===== src/rtl/riscv_encode_pkg.sv =====
// Shared types and constants for the RV32I instruction encoder.
package riscv_encode_pkg;

    typedef enum logic [2:0] {
        FMT_R = 3'd0,
        FMT_I = 3'd1,
        FMT_S = 3'd2,
        FMT_B = 3'd3,
        FMT_U = 3'd4,
        FMT_J = 3'd5
    } fmt_e;

    typedef enum logic [1:0] {
        ST_IDLE  = 2'd0,
        ST_LOAD  = 2'd1,
        ST_DRAIN = 2'd2,
        ST_DONE  = 2'd3
    } enc_state_e;

    localparam logic [6:0] OP_LOAD   = 7'b0000011;
    localparam logic [6:0] OP_STORE  = 7'b0100011;
    localparam logic [6:0] OP_IMM    = 7'b0010011;
    localparam logic [6:0] OP_REG    = 7'b0110011;
    localparam logic [6:0] OP_BRANCH = 7'b1100011;
    localparam logic [6:0] OP_JAL    = 7'b1101111;
    localparam logic [6:0] OP_LUI    = 7'b0110111;

    localparam int FIFO_DEPTH_DEFAULT = 4;
    localparam int FIFO_WIDTH         = 64;

endpackage


===== src/rtl/encoder_fifo.sv =====
// Word+address buffer between the encoder and the downstream consumer.
module encoder_fifo #(
    parameter int DEPTH = 4,
    parameter int WIDTH = 64
) (
    input  logic             clk,
    input  logic             rst_n,
    input  logic             push,
    input  logic [WIDTH-1:0] wdata,
    input  logic             pop,
    output logic [WIDTH-1:0] rdata,
    output logic             empty,
    output logic             full
);

    localparam int AW = $clog2(DEPTH);
    localparam logic [AW:0] PTR_ONE = 1;

    logic [WIDTH-1:0] mem [DEPTH];
    logic [AW:0]      wr_ptr;
    logic [AW:0]      rd_ptr;

    always_ff @(posedge clk) begin
        if (push) begin
            mem[wr_ptr[AW-1:0]] <= wdata;
        end
    end

    // Extra pointer bit distinguishes full from empty when the indices match.
    always_ff @(posedge clk or negedge rst_n) begin
        if (!rst_n) begin
            wr_ptr <= '0;
            rd_ptr <= '0;
        end else begin
            if (push) begin
                wr_ptr <= wr_ptr + PTR_ONE;
            end
            if (pop) begin
                rd_ptr <= rd_ptr + PTR_ONE;
            end
        end
    end

    assign rdata = mem[rd_ptr[AW-1:0]];
    assign empty = (wr_ptr == rd_ptr);
    assign full  = (wr_ptr[AW] != rd_ptr[AW]) && (wr_ptr[AW-1:0] == rd_ptr[AW-1:0]);

endmodule


===== src/rtl/instruction_encoder.sv =====
// Packs RV32I field bundles into instruction words, range-checks immediates,
// and streams words with their byte addresses through a small FIFO.
//
//   state    | meaning
//   IDLE     | waiting for start
//   LOAD     | accepting bundles until one marked last
//   DRAIN    | waiting for buffered words to leave
//   DONE     | single-cycle done pulse
module instruction_encoder
    import riscv_encode_pkg::*;
#(
    parameter int          FIFO_DEPTH = FIFO_DEPTH_DEFAULT,
    parameter logic [31:0] BASE_ADDR  = 32'h0000_0000
) (
    input  logic        clk,
    input  logic        rst_n,
    input  logic        start,
    input  logic        in_valid,
    output logic        in_ready,
    input  logic        in_last,
    input  logic [2:0]  in_fmt,
    input  logic [6:0]  in_opcode,
    input  logic [4:0]  in_rd,
    input  logic [4:0]  in_rs1,
    input  logic [4:0]  in_rs2,
    input  logic [2:0]  in_func3,
    input  logic [6:0]  in_func7,
    input  logic [31:0] in_imm,
    output logic        out_valid,
    input  logic        out_ready,
    output logic [31:0] out_instr,
    output logic [31:0] out_addr,
    output logic        enc_error,
    output logic        done,
    output logic [31:0] instr_count
);

    enc_state_e        state;
    logic [31:0]       addr;
    logic [31:0]       word;
    logic              imm_ok;
    logic              accept;
    logic              push;
    logic              pop;
    logic              fifo_full;
    logic              fifo_empty;
    logic [63:0]       fifo_rdata;
    logic signed [31:0] imm_s;

    assign imm_s = $signed(in_imm);

    always_comb begin
        word   = '0;
        imm_ok = 1'b0;
        case (in_fmt)
            FMT_R: begin
                word   = {in_func7, in_rs2, in_rs1, in_func3, in_rd, in_opcode};
                imm_ok = 1'b1;
            end
            FMT_I: begin
                word   = {in_imm[11:0], in_rs1, in_func3, in_rd, in_opcode};
                imm_ok = (imm_s >= -32'sd2048) && (imm_s <= 32'sd2047);
            end
            FMT_S: begin
                word   = {in_imm[11:5], in_rs2, in_rs1, in_func3, in_imm[4:0], in_opcode};
                imm_ok = (imm_s >= -32'sd2048) && (imm_s <= 32'sd2047);
            end
            FMT_B: begin
                word   = {in_imm[12], in_imm[10:5], in_rs2, in_rs1, in_func3,
                          in_imm[4:1], in_imm[11], in_opcode};
                imm_ok = (imm_s >= -32'sd4096) && (imm_s <= 32'sd4094) && !in_imm[0];
            end
            FMT_U: begin
                word   = {in_imm[31:12], in_rd, in_opcode};
                imm_ok = (in_imm[11:0] == 12'd0);
            end
            FMT_J: begin
                word   = {in_imm[20], in_imm[10:1], in_imm[11], in_imm[19:12], in_rd, in_opcode};
                imm_ok = (imm_s >= -32'sd1048576) && (imm_s <= 32'sd1048574) && !in_imm[0];
            end
            default: begin
                word   = '0;
                imm_ok = 1'b0;
            end
        endcase
    end

    assign in_ready  = (state == ST_LOAD) && !fifo_full;
    assign accept    = in_valid && in_ready;
    assign push      = accept && imm_ok;
    assign out_valid = !fifo_empty;
    assign pop       = out_valid && out_ready;
    assign done      = (state == ST_DONE);

    // Gate the head entry so the outputs read zero whenever nothing is buffered.
    assign out_instr = fifo_empty ? 32'd0 : fifo_rdata[63:32];
    assign out_addr  = fifo_empty ? 32'd0 : fifo_rdata[31:0];

    always_ff @(posedge clk or negedge rst_n) begin
        if (!rst_n) begin
            state       <= ST_IDLE;
            addr        <= BASE_ADDR;
            instr_count <= '0;
            enc_error   <= 1'b0;
        end else begin
            enc_error <= accept && !imm_ok;
            if (push) begin
                addr <= addr + 32'd4;
            end
            if (pop) begin
                instr_count <= instr_count + 32'd1;
            end
            case (state)
                ST_IDLE: begin
                    if (start) begin
                        addr        <= BASE_ADDR;
                        instr_count <= '0;
                        state       <= ST_LOAD;
                    end
                end
                ST_LOAD: begin
                    if (accept && in_last) begin
                        state <= ST_DRAIN;
                    end
                end
                ST_DRAIN: begin
                    if (fifo_empty) begin
                        state <= ST_DONE;
                    end
                end
                ST_DONE: begin
                    state <= ST_IDLE;
                end
                default: begin
                    state <= ST_IDLE;
                end
            endcase
        end
    end

    encoder_fifo #(
        .DEPTH (FIFO_DEPTH),
        .WIDTH (FIFO_WIDTH)
    ) u_fifo (
        .clk   (clk),
        .rst_n (rst_n),
        .push  (push),
        .wdata ({word, addr}),
        .pop   (pop),
        .rdata (fifo_rdata),
        .empty (fifo_empty),
        .full  (fifo_full)
    );

endmodule


===== config.mk =====
export PLATFORM = sky130hd
export DESIGN_NAME = instruction_encoder
export DESIGN_NICKNAME = d
export VERILOG_FILES = /design/src/rtl/riscv_encode_pkg.sv /design/src/rtl/encoder_fifo.sv /design/src/rtl/instruction_encoder.sv
export SDC_FILE = /design/constraint.sdc
export NUM_CORES = 1
export LEC_CHECK = 0
export CAP_MARGIN = 20
export CORE_AREA = 2 2 147 178
export DETAILED_ROUTE_END_ITERATION = 10
export DIE_AREA = 0 0 149 180
export GPL_TIMING_DRIVEN = 0
export PLACE_DENSITY = 0.83
export SYNTH_ARGS = -nofsm -noshare
export SYNTH_HDL_FRONTEND = slang
export SYNTH_SLANG_ARGS = --single-unit

===== constraint.sdc =====
create_clock -name clk -period 6.73 [get_ports clk]
set_input_delay 1.346 -clock clk [delete_from_list [all_inputs] [get_ports clk]]
set_output_delay 1.346 -clock clk [all_outputs]
set_load 0.05 [all_outputs]

==> flow_summary_export.csv, run 1 <==
group,metric,value,unit
outcome,status,"finished, final reports clean",
pwr,power_density,390,nW/um2
clock_network,post_cts_buffers,0,
route,totalWireLength,31500,um
grt,grt_usage,23.5,%
timing,rsz0062_at_grt,"false",
grt,grt_remaining_overflow,0,
clock_network,cts_resized,0,
worst_setup_path,path_class,"flop to output pin",
timing,slew_headroom,34.2,%
yosys,synth-seq-cells,319,
clock_network,root_buffer,"clkbuf_16",
yosys,syn-cell-area,13900,um2
grt,grt_pass1_wl,48900,um
yosys,syn_inst,924,
finish,num_antenna_cells,0,
die,core-area,25100,um2
yosys,syn_area_per_cell,15.0,um2
route,drt-initial-drc-count,738,
yosys,ys_warn_count,0,
timing,max_freq,196,MHz
die,die_w,149,um
route,drcViolationCount,0,
worst_setup_path,crit_fanout,10,
worst_setup_path,crit_buf_inv,4,
die,row_count,64,
timing,skew,0.0285,ns
die,dieArea,26800,um2
worst_setup_path,slowest_stage,"clkdlybuf4s50_1",
finish,finalNetCount,1219,
timing,layout_setup_ws,1.64,ns
pwr,vdd_drop_max,0.228,mV
placed_design,io_buffers,169,
die,start_util,55.2,%
worst_setup_path,cp.arrival,3.75,ns
worst_setup_path,path_cells,"buf_2, xor2_1, or3_1, clkbuf_1, clkbuf_1, and2_1, clkdlybuf4s50_1",
pwr,p_clk_share,25.2,%
die,die_h,180,um
yosys,synth_flop_cell,"edfxtp_1",
pwr,power_frac_comb,41.4,%
clock_network,numCtsBuffers,29,
placed_design,pre_cts_slack,1.62,ns
worst_setup_path,cp_data_required_time,5.38,ns
yosys,synthDistinctLibCells,51,
route,first_pass_iters,5,
run,drv_cap,0,
clock_network,ctsHoldBuffers,0,
finish,drive_above_1_share,12.9,%
finish,area_delta_synth_final,23.9,%
hold_path,hold_path.class,"flop to flop",
yosys,async_flop_share,22.3,%
pwr,internal_power,4200,uW
clock_network,cts_htree_levels,1,
timing,min_period,5.09,ns
worst_setup_path,cp-start-kind,"flop",
yosys,yosysSeqAreaShare,66.5,%
finish,instances_no_fill,1487,
pwr,pwr-share-seq,33.4,%
pwr,p_leak,0.00610,uW
pwr,switching_share,37.3,%
route,ant_nets,0,
placed_design,place_inst,1433,
clock_network,clock_path_buffers,3,
clock_network,clkTransAtPathRegs,0.06,ns
grt,grt_max_degree,49,
clock_network,cts_sinks,319,
placed_design,dp_hpwl,21200,um
worst_setup_path,cpMostUsedCell,"clkbuf_1",
route,drt-wirelength-per-cell,21.2,um
grt,grt_pass1_vias,8881,
yosys,synth_edf_count,248,
grt,antenna_found_initial,0,
pwr,power.switching,2500,uW
worst_setup_path,cp_top_family,"buffers and inverters",
finish,postLayoutCellArea,17200,um2
timing,worst_pin_slew,0.971,ns
die,num_io_pins,173,
placed_design,place_area,16200,um2
clock_network,insertion_delay,0.55,ns
timing,final-hold-violation-count,0,
route,viasPerCell,5.89,
route,dr_total_vias,8763,
timing,setup_violations,0,
placed_design,gp_congestion,0.879,
worst_setup_path,cpPeakStageDelay,0.81,ns
timing,slew_viol_final,0,
worst_setup_path,crit_path_end_kind,"output pin",
clock_network,cts_tree,"done",
timing,finalCritPeriodShare,75.7,%
[metrics by stage]
stage | total power [uW] | utilization, % | TNS, ns | hold slack (ns)
CTS | 6750 | 68.3 | 0 | 0.536
finish | 6700 | 68.3 | 0 | 0.536
detailed placement | 5070 | 64.4 | 0 | 0.523
global route | 6960 | 68.3 | 0 | 0.566
global placement | 5030 | 63.5 | -506.34 | 0.515
floorplan | 4190 | - | 0 | 0.484
[logic make-up after synthesis]
| family | Yosys count | synth area share, % |
|---|---|---|
| XOR/XNOR | 37 | 2.34 |
| multiplexers | 69 | 10.6 |
| adder cells (fa/ha/maj) | 12 | 1.08 |
| buffers and inverters | 78 | 2.30 |
| AO/OA/AOI/OAI | 119 | 5.39 |
| flip-flops | 319 | 66.5 |
| AND/OR/NAND/NOR | 289 | 11.7 |
| other | 1 | 0.0270 |
[synthesized netlist by cell type (4+ instances only)]
master	instances	area share, %
a21oi_1	35	1.3
a22oi_1	15	0.81
and2_1	75	3.4
and3_1	9	0.41
and4_1	5	0.32
buf_1	10	0.27
buf_2	6	0.22
clkbuf_1	31	0.84
dfrtp_1	71	13
edfxtp_1	248	54
ha_1	12	1.1
inv_1	27	0.73
mux2_2	5	0.41
mux4_2	62	10
nand2_1	42	1.1
nand2b_1	5	0.23
nand3_1	27	0.97
nand3b_1	4	0.22
nand4_1	22	0.99
nor2_1	44	1.2
nor2b_1	4	0.18
nor4_1	5	0.23
nor4_2	4	0.36
o21ai_0	30	1.1
o22ai_1	15	0.68
o31ai_1	13	0.70
or3_1	22	0.99
or4_1	11	0.60
xnor2_1	12	0.76
xor2_1	25	1.6
[cells in the final DEF (no fill, tap or decap), types with 6 or more instances in the layout]
cell type / instances
nand4_1: 22
buf_1: 10
clkbuf_1: 36
buf_2: 6
xnor2_1: 12
clkdlybuf4s50_1: 168
edfxtp_1: 248
clkbuf_16: 29
o21ai_0: 30
or4_1: 11
nor2_1: 40
mux4_2: 62
a22oi_1: 15
a21oi_1: 35
clkinv_2: 6
or3_1: 22
dfrtp_1: 71
o31ai_1: 13
o22ai_1: 15
xor2_1: 25
ha_1: 12
buf_12: 8
and2_1: 75
nand2_1: 42
inv_1: 27
nand3_1: 27
and3_1: 9
[state kept, by name, summed over array words and instances, names as in the netlist]
signal	count
u_fifo.mem	248
instr_count	32
addr	30
u_fifo.rd_ptr	3
u_fifo.wr_ptr	3
state	2
enc_error	1
[layout make-up]
| type | instances | area, um2 |
|---|---|---|
| buffer | 51 | 218 |
| clock buffer | 37 | 786 |
| clock inverter | 17 | 201 |
| fill | 1720 | 7960 |
| inverter | 27 | 101 |
| multi-input combinational | 528 | 4360 |
| sequential | 319 | 9220 |
| tap | 330 | 413 |
| timing repair buffer | 178 | 1880 |
[power groups by stage]
stage	clock network (uW)	logic, uW	registers, uW
final	1690	2770	2230
after CTS	1710	2810	2230
after floorplan	0	1880	2300
after global placement	0	2750	2280
after global routing	1790	2930	2240
after detailed placement	0	2800	2270
[per-layer routing]
metal	global-route usage, %	wire, um	share of wire, %	up-vias
met2	40.8	16100	51	385
met5	0	0	0	-
met1	31.0	12500	40	4380
met4	6.32	596	1.9	0
met3	3.55	2320	7.4	39
li1	-	-	-	3959
[worst paths after layout]
kind,endpoint,start,slack (ns),depth (start not counted)
worst max register to register,u_fifo.mem[1][50]$_DFFE_PP_,u_fifo.rd_ptr[1]$_DFFE_PN0P_,3.05,10
worst min-delay path,u_fifo.wr_ptr[2]$_DFFE_PN0P_,u_fifo.wr_ptr[2]$_DFFE_PN0P_,0.54,1
max in group asynchronous,u_fifo.rd_ptr[2]$_DFFE_PN0P_,rst_n,5.46,2
worst min register to register,u_fifo.wr_ptr[2]$_DFFE_PN0P_,u_fifo.wr_ptr[2]$_DFFE_PN0P_,0.54,1
min in group asynchronous,addr[9]$_DFF_PN0_,rst_n,0.71,1
worst max-delay path,out_instr[8],u_fifo.rd_ptr[1]$_DFFE_PN0P_,1.64,7
Power figures use the tool's default switching activity.
==> run 2, diff against run 1 <==
==> constraint.sdc (replaced) <==
create_clock -name clk -period 5.08 [get_ports clk]
set_input_delay 1.016 -clock clk [delete_from_list [all_inputs] [get_ports clk]]
set_output_delay 1.016 -clock clk [all_outputs]
set_load 0.05 [all_outputs]
==> results of run 2 <==
Same layout as run 1 (identical final DEF). Status: finished, final reports clean.
Among the figures that moved: setup slack after placement 1.62 ns -> 0.305 ns; clock-pin slew on the worst setup and hold paths 0.06 ns -> 0.07 ns; setup slack after layout 1.64 ns -> 0.315 ns; hold slack 0.536 ns -> 0.376 ns; register-to-register setup slack 3.05 ns -> 1.40 ns; total power 6700 uW -> 8870 uW; worst IR drop on VDD 0.228 mV -> 0.303 mV
